### config.mk
export PLATFORM = sky130hd
export DESIGN_NAME = slave_port_flat
export DESIGN_NICKNAME = d
export VERILOG_FILES = /design/src/rtl/bus_pkg.sv /design/src/rtl/slave_port_if.sv /design/src/rtl/serial_shift_rx.sv /design/src/rtl/slave_port.sv /design/src/flat_wrapper.sv
export SDC_FILE = /design/constraint.sdc
export NUM_CORES = 1
export LEC_CHECK = 0
export BUFFER_PORTS_ARGS = -buffer_cell sky130_fd_sc_hd__clkbuf_2
export CAP_MARGIN = 20
export CORE_UTILIZATION = 57
export DETAILED_ROUTE_END_ITERATION = 7
export PLACE_DENSITY = 0.79
export REMOVE_ABC_BUFFERS = 1
export SYNTH_ARGS = -nofsm -noshare
export SYNTH_HDL_FRONTEND = slang
export SYNTH_SLANG_ARGS = --single-unit
### constraint.sdc
create_clock -name clk -period 2 [get_ports clk]
set_input_delay 0.3 -clock clk [delete_from_list [all_inputs] [get_ports clk]]
set_output_delay 0.3 -clock clk [all_outputs]
set_load 0.05 [all_outputs]
### src/rtl/bus_pkg.sv
// Shared serial-bus definitions: FSM state codes, default widths and
// a counter-width helper used by the port FSMs and deserialisers.
package bus_pkg;

  localparam int BUS_DATA_WIDTH       = 8;
  localparam int SLAVE_MEM_ADDR_WIDTH = 12;

  localparam logic [2:0] ST_IDLE  = 3'd0;
  localparam logic [2:0] ST_ADDR  = 3'd1;
  localparam logic [2:0] ST_WDATA = 3'd2;
  localparam logic [2:0] ST_MEMWR = 3'd3;
  localparam logic [2:0] ST_MEMRD = 3'd4;
  localparam logic [2:0] ST_SPLIT = 3'd5;
  localparam logic [2:0] ST_RDATA = 3'd6;

  typedef enum logic [2:0] {
    S_IDLE  = ST_IDLE,
    S_ADDR  = ST_ADDR,
    S_WDATA = ST_WDATA,
    S_MEMWR = ST_MEMWR,
    S_MEMRD = ST_MEMRD,
    S_SPLIT = ST_SPLIT,
    S_RDATA = ST_RDATA
  } state_e;

  // At least one bit even for a limit of 1.
  function automatic int cnt_w(input int n);
    return (n > 1) ? $clog2(n) : 1;
  endfunction

endpackage

### src/rtl/slave_port_if.sv
// Serial bus signals between the master side (via decoder/arbiter)
// and one slave port.
interface slave_port_if;

  logic swdata;
  logic smode;
  logic mvalid;
  logic split_grant;
  logic srdata;
  logic svalid;
  logic sready;
  logic ssplit;

  modport master (
    output swdata,
    output smode,
    output mvalid,
    output split_grant,
    input  srdata,
    input  svalid,
    input  sready,
    input  ssplit
  );

  modport slave (
    input  swdata,
    input  smode,
    input  mvalid,
    input  split_grant,
    output srdata,
    output svalid,
    output sready,
    output ssplit
  );

endinterface

### src/rtl/serial_shift_rx.sv
// LSB-first deserialiser: captures one bit per enabled cycle and
// flags the cycle in which the last bit is taken.
module serial_shift_rx
  import bus_pkg::*;
#(
  parameter int W = 8
) (
  input  logic         clk,
  input  logic         rst_n,
  input  logic         en_i,
  input  logic         bit_i,
  output logic [W-1:0] data_o,
  output logic         done_o
);

  localparam int CW = cnt_w(W);

  logic [CW-1:0] cnt_q, cnt_d;
  logic [W-1:0]  data_q, data_d;
  logic          last;

  assign last   = (cnt_q == CW'(W - 1));
  assign done_o = en_i && last;
  assign data_o = data_q;

  always_comb begin
    data_d = data_q;
    cnt_d  = cnt_q;
    if (en_i) begin
      data_d[cnt_q] = bit_i;
      cnt_d = last ? '0 : cnt_q + CW'(1);
    end
  end

  always_ff @(posedge clk or negedge rst_n) begin
    if (!rst_n) begin
      cnt_q  <= '0;
      data_q <= '0;
    end else begin
      cnt_q  <= cnt_d;
      data_q <= data_d;
    end
  end

endmodule

### src/rtl/slave_port.sv
// Slave endpoint: deserialises address/write data, accesses local
// memory (optionally splitting slow reads) and serialises read data.
module slave_port
  import bus_pkg::*;
#(
  parameter int ADDR_WIDTH      = SLAVE_MEM_ADDR_WIDTH,
  parameter int DATA_WIDTH      = BUS_DATA_WIDTH,
  parameter bit SPLIT_EN        = 1'b0,
  parameter int SPLIT_THRESHOLD = 4
) (
  input  logic                  clk,
  input  logic                  rstn,
  slave_port_if.slave           bus,
  output logic [ADDR_WIDTH-1:0] smemaddr,
  output logic [DATA_WIDTH-1:0] smemwdata,
  output logic                  smemwen,
  output logic                  smemren,
  input  logic [DATA_WIDTH-1:0] smemrdata,
  input  logic                  smemrvalid
);

  localparam int BCW = cnt_w(DATA_WIDTH);
  localparam int WCW = cnt_w(SPLIT_THRESHOLD);

  state_e                state_q, state_d;
  logic                  mode_q, mode_d;
  logic [WCW-1:0]        wcnt_q, wcnt_d;
  logic [BCW-1:0]        bcnt_q, bcnt_d;
  logic [DATA_WIDTH-1:0] rdata_q, rdata_d;
  logic                  srdata_q, srdata_d;
  logic                  svalid_q, svalid_d;
  logic                  ssplit_q, ssplit_d;
  logic                  wen_q, wen_d;
  logic                  ren_q, ren_d;
  logic [ADDR_WIDTH-1:0] maddr_q, maddr_d;
  logic [DATA_WIDTH-1:0] mwdata_q, mwdata_d;

  logic                  addr_en, addr_done;
  logic                  data_en, data_done;
  logic [ADDR_WIDTH-1:0] addr_sr, addr_full;
  logic [DATA_WIDTH-1:0] wdata_sr, wdata_full;
  logic                  wait_hit, bcnt_last;

  assign addr_en = bus.mvalid &&
                   (state_q == S_IDLE || state_q == S_ADDR);
  assign data_en = bus.mvalid && (state_q == S_WDATA);

  serial_shift_rx #(.W(ADDR_WIDTH)) u_addr_rx (
    .clk    (clk),
    .rst_n  (rstn),
    .en_i   (addr_en),
    .bit_i  (bus.swdata),
    .data_o (addr_sr),
    .done_o (addr_done)
  );

  serial_shift_rx #(.W(DATA_WIDTH)) u_data_rx (
    .clk    (clk),
    .rst_n  (rstn),
    .en_i   (data_en),
    .bit_i  (bus.swdata),
    .data_o (wdata_sr),
    .done_o (data_done)
  );

  // The MSB is still on the wire in the done cycle.
  assign addr_full  = {bus.swdata, addr_sr[ADDR_WIDTH-2:0]};
  assign wdata_full = {bus.swdata, wdata_sr[DATA_WIDTH-2:0]};

  assign wait_hit  = (wcnt_q == WCW'(SPLIT_THRESHOLD - 1));
  assign bcnt_last = (bcnt_q == BCW'(DATA_WIDTH - 1));

  always_comb begin
    state_d  = state_q;
    mode_d   = mode_q;
    wcnt_d   = wcnt_q;
    bcnt_d   = bcnt_q;
    rdata_d  = rdata_q;
    srdata_d = 1'b0;
    svalid_d = 1'b0;
    ssplit_d = 1'b0;
    wen_d    = 1'b0;
    ren_d    = 1'b0;
    maddr_d  = maddr_q;
    mwdata_d = mwdata_q;
    unique case (state_q)
      S_IDLE: begin
        if (bus.mvalid) begin
          mode_d  = bus.smode;
          state_d = S_ADDR;
        end
      end
      S_ADDR: begin
        if (addr_done) begin
          if (mode_q) begin
            state_d = S_WDATA;
          end else begin
            state_d = S_MEMRD;
            ren_d   = 1'b1;
            maddr_d = addr_full;
            wcnt_d  = '0;
          end
        end
      end
      S_WDATA: begin
        if (data_done) begin
          state_d  = S_MEMWR;
          wen_d    = 1'b1;
          maddr_d  = addr_sr;
          mwdata_d = wdata_full;
        end
      end
      S_MEMWR: begin
        state_d = S_IDLE;
      end
      S_MEMRD: begin
        if (smemrvalid) begin
          rdata_d = smemrdata;
          wcnt_d  = '0;
          state_d = S_RDATA;
        end else if (SPLIT_EN && wait_hit) begin
          ren_d    = 1'b1;
          ssplit_d = 1'b1;
          wcnt_d   = '0;
          state_d  = S_SPLIT;
        end else begin
          ren_d = 1'b1;
          if (!wait_hit) wcnt_d = wcnt_q + WCW'(1);
        end
      end
      S_SPLIT: begin
        // ssplit stays up exactly while the read is outstanding.
        if (ssplit_q) begin
          if (smemrvalid) begin
            rdata_d = smemrdata;
          end else begin
            ren_d    = 1'b1;
            ssplit_d = 1'b1;
          end
        end else if (bus.split_grant) begin
          state_d = S_RDATA;
        end
      end
      S_RDATA: begin
        srdata_d = rdata_q[bcnt_q];
        svalid_d = 1'b1;
        if (bcnt_last) begin
          bcnt_d  = '0;
          state_d = S_IDLE;
        end else begin
          bcnt_d = bcnt_q + BCW'(1);
        end
      end
      default: begin
        state_d = S_IDLE;
      end
    endcase
  end

  always_ff @(posedge clk or negedge rstn) begin
    if (!rstn) begin
      state_q  <= S_IDLE;
      mode_q   <= 1'b0;
      wcnt_q   <= '0;
      bcnt_q   <= '0;
      rdata_q  <= '0;
      srdata_q <= 1'b0;
      svalid_q <= 1'b0;
      ssplit_q <= 1'b0;
      wen_q    <= 1'b0;
      ren_q    <= 1'b0;
      maddr_q  <= '0;
      mwdata_q <= '0;
    end else begin
      state_q  <= state_d;
      mode_q   <= mode_d;
      wcnt_q   <= wcnt_d;
      bcnt_q   <= bcnt_d;
      rdata_q  <= rdata_d;
      srdata_q <= srdata_d;
      svalid_q <= svalid_d;
      ssplit_q <= ssplit_d;
      wen_q    <= wen_d;
      ren_q    <= ren_d;
      maddr_q  <= maddr_d;
      mwdata_q <= mwdata_d;
    end
  end

  assign bus.srdata = srdata_q;
  assign bus.svalid = svalid_q;
  assign bus.ssplit = ssplit_q;
  assign bus.sready = (state_q == S_IDLE);
  assign smemaddr   = maddr_q;
  assign smemwdata  = mwdata_q;
  assign smemwen    = wen_q;
  assign smemren    = ren_q;

endmodule

### src/flat_wrapper.sv
// flat-port wrapper written by rule: the top's interface ports become plain ports
module slave_port_flat import bus_pkg::*;
#(
  parameter int ADDR_WIDTH      = SLAVE_MEM_ADDR_WIDTH,
  parameter int DATA_WIDTH      = BUS_DATA_WIDTH,
  parameter bit SPLIT_EN        = 1'b0,
  parameter int SPLIT_THRESHOLD = 4
)
  (clk, rstn, smemaddr, smemwdata, smemwen, smemren, smemrdata, smemrvalid, bus_swdata, bus_smode, bus_mvalid, bus_split_grant, bus_srdata, bus_svalid, bus_sready, bus_ssplit);
  slave_port_if bus_i ();
  input  logic clk;
  input  logic rstn;
  output logic [ADDR_WIDTH-1:0] smemaddr;
  output logic [DATA_WIDTH-1:0] smemwdata;
  output logic smemwen;
  output logic smemren;
  input  logic [DATA_WIDTH-1:0] smemrdata;
  input  logic smemrvalid;
  input wire logic [$bits(bus_i.swdata)-1:0] bus_swdata;
  input wire logic [$bits(bus_i.smode)-1:0] bus_smode;
  input wire logic [$bits(bus_i.mvalid)-1:0] bus_mvalid;
  input wire logic [$bits(bus_i.split_grant)-1:0] bus_split_grant;
  output wire logic [$bits(bus_i.srdata)-1:0] bus_srdata;
  output wire logic [$bits(bus_i.svalid)-1:0] bus_svalid;
  output wire logic [$bits(bus_i.sready)-1:0] bus_sready;
  output wire logic [$bits(bus_i.ssplit)-1:0] bus_ssplit;
  assign bus_i.swdata = bus_swdata;
  assign bus_i.smode = bus_smode;
  assign bus_i.mvalid = bus_mvalid;
  assign bus_i.split_grant = bus_split_grant;
  assign bus_srdata = bus_i.srdata;
  assign bus_svalid = bus_i.svalid;
  assign bus_sready = bus_i.sready;
  assign bus_ssplit = bus_i.ssplit;
  slave_port #(.ADDR_WIDTH(ADDR_WIDTH), .DATA_WIDTH(DATA_WIDTH), .SPLIT_EN(SPLIT_EN), .SPLIT_THRESHOLD(SPLIT_THRESHOLD)) u_core (.clk(clk), .rstn(rstn), .bus(bus_i), .smemaddr(smemaddr), .smemwdata(smemwdata), .smemwen(smemwen), .smemren(smemren), .smemrdata(smemrdata), .smemrvalid(smemrvalid));
endmodule
==> summary.txt <==
Status = finished, final reports clean
Worst setup path endpoint = bus_sready
Commonest non-fill, non-tap cell in the layout = dfrtp_1
Root buf cell = clkbuf_8
Antenna violations before repair = 0
WP data arrival = 1.53 ns
Worst hold slack = 0.192 ns
Clk_lat worst skew = 0.33 ns
Max_slew headroom = 66.3%
Synth Area in Adders = 3.20%
H-tree depth = 3
Remaining DRCs = 0
CP Class = reg2out
Clock transition at path regs = 0.07 ns
RSZ-0062 raised after global routing = false
I/O pin cnt = 41
Final Critical Period = 1.83 ns
FP Rows = 26
EDFF count, synth = 0
# setup viols final = 0
Worst Min Path Start = smemrdata[7]
Cell taking the most area after synthesis = dfrtp_1
Most frequent cells in the layout = 66 x dfrtp_1, 40 x clkbuf_2, 37 x mux2_2, 19 x nand2_1, 14 x nor2b_1
Synth Area in XOR/XNOR = 0%
Core Footprint = 0.00520 mm^2
CTS Buf Count = 9
TNS Setup = 0 ns
Layout Nets = 323
Die H = 76.1 um
Hold Path Class = in2reg
Gpl congestion = 0.788
Initial Util = 60.1%
Period Utilization, post-route = 91.5%
Req. time, crit path = 1.70 ns
CP endpoint kind = output port
Post-synth top area share = 52.8%
Multiplexer share of the synthesized area = 15.1%
Via/cell ratio = 5.65
Vias in the first global route = 2111
Post-CTS Resized = 0
Final-report max-slew violation count = 0
HPWL after DPL = 4090 um
Layout cells sized above 1 = 37.8%
Iter 0 DRT Violations = 126
Worst-Margin Slew = 0.503 ns
IO Port Bufs = 40
Compound-cell area share of the yosys netlist = 9.12%
Max Cap Viol = 0
Power consumption = 4.23 mW
#FFs+latches synth = 66
Die W = 76.1 um
Top_reg_cell synth = dfrtp_1
Syn. warnings = 0
Gr usage total = 22.6%
Filler cells = 401
Synth Instances = 252
CTS tree = done
Leakage = 1.77 nW
Skew final = 0.00708 ns
Largest net degree at the start of global routing = 67
DIE AREA = 0.00579 mm^2
Post-route cell area = 0.00363 mm^2
Number of clock sinks = 66
Area grow syn2layout = 16.0%
Post-route ant nets = 0
Async SR Flop Fraction = 100%
Worst-path maximum fanout = 10
Clk buf depth = 2
Antenna cells = 0
F_max = 546 MHz
Sequential cell area fraction in the yosys report = 52.8%
Global-route wire length before repair = 10100 um
Simple-Gate Fraction of Synth Area = 16.0%
Main combinational cell family by area after synthesis = simple AND/OR/NAND/NOR gates
P per Cell Area = 1170 mW/mm^2
First-pass detailed-route iteration total = 4
Area contributors post-synth = dfrtp_1 53%, mux2_2 13%, a32o_1 3.5%
Routed vias = 2113
Area after DPL = 0.00343 mm^2
Startpoint Class = flop
Netlist cell types = 44
Gr ovfl total = 0
Register-to-Register Path Depth = 5
RR Startpoint = u_core.u_addr_rx.cnt_q[0]
Wire length per cell = 15.7 um
Final Hold Fails = 0
Reg2reg setup slack = 0.22 ns
Drt total wl = 5860 um
Worst R2R End = u_core.smemaddr[4]
Synthesized area per cell = 12.4 um^2
Syn Std Cell Area = 0.00313 mm^2
Critical Path Start = u_core.state_q[1]
Post-layout util = 69.7%
Peak supply drop = 0.742 mV
==> through the flow <==
stage,setup slack (ns),instances
2_1_floorplan,-0.0509,236
3_3_place_gp,0.252,358
3_5_place_dp,0.230,358
4_1_cts,0.143,374
5_1_grt,0.0591,374
6_report,0.170,374
==> Yosys cell counts (2+ instances only) <==
cell and instances:
nand2_1 19, ha_1 8, nand2b_1 5, nor4b_1 2, nor2_1 6, a21bo_2 2
mux2_2 37, nor3_1 4, nand4b_1 2, nand3_1 10, inv_1 7, buf_2 5
a32o_1 11, nor3b_2 2, mux4_2 2, clkbuf_1 7, nand3b_1 8, o21ai_0 8
dfrtp_1 66, nor2b_1 14, buf_6 3, a21oi_1 2
==> worst min-delay path by stage <==
| stage | endpoint | slack, ns | depth (start not counted) |
|---|---|---|---|
| detailed placement | u_core.smemwdata[1] | 0.35 | 2 |
| CTS | u_core.rdata_q[7] | 0.18 | 2 |
| global placement | u_core.smemwen | 0.35 | 2 |
| floorplan | u_core.bcnt_q[0] | 0.004 | 0 |
| global route | u_core.rdata_q[5] | 0.19 | 2 |
| finish | u_core.rdata_q[7] | 0.19 | 2 |
==> where the power goes <==
group          switching [mW]  internal (mW)  total, mW
logic                   0.675          0.611       1.29
registers               0.247           1.65       1.90
clock network           0.474          0.575       1.05
total                    1.40           2.83       4.23
==> cell type report <==
| cell class | instances | area, um^2 | area share [%] |
|---|---|---|---|
| Clock inverter | 2 | 10.0 | 0.276 |
| Sequential cell | 66 | 1650 | 45.5 |
| Clock buffer | 13 | 179 | 4.93 |
| Timing Repair Buffer | 53 | 313 | 8.62 |
| Tap cell | 70 | 87.6 | 2.41 |
| Multi-Input combinational cell | 162 | 1360 | 37.4 |
| Inverter | 8 | 30.0 | 0.828 |
==> metal layers <==
| layer | part of all wire, % | GRT usage (%) |
|---|---|---|
| met1 | 48 | 30.0 |
| met2 | 47 | 35.9 |
| met3 | 3.0 | 4.31 |
| met4 | 1.9 | 11.0 |
| met5 | 0 | 0 |
==> flip-flops by register name, summed over array words and instances (netlist names) <==
name	cells
u_core.smemaddr	12
u_core.smemren	1
u_core.u_data_rx.cnt_q	3
u_core.u_addr_rx.data_o	12
u_core.bcnt_q	3
u_core.bus.svalid	1
u_core.rdata_q	8
u_core.bus.ssplit	1
u_core.state_q	3
u_core.mode_q	1
u_core.bus.srdata	1
u_core.smemwdata	8
u_core.u_data_rx.data_o	7
u_core.smemwen	1
u_core.u_addr_rx.cnt_q	4
==> cell families (layout without fill, tap and decap cells) <==
| logic type | after synthesis | count (layout) |
|---|---|---|
| and+or+nand+nor | 80 | 80 |
| DFF | 66 | 66 |
| muxes | 40 | 40 |
| AOI/OAI and AO/OA | 34 | 34 |
| buffers and inverters | 24 | 76 |
| adders and majority gates | 8 | 8 |
==> critical path, stage by stage, from the launching register on <==
cell      delay [ns]
dfrtp_1         0.48
buf_4           0.22
nor3_1          0.19
clkbuf_2        0.30
==> repair_timing <==
action | 4_1_cts | 5_1_grt
buffers inserted | 0 | 0
hold buffers | 1 | 0
hold endpoints to repair | 66 | 0
No activity file was read; power rests on OpenSTA's default activity.
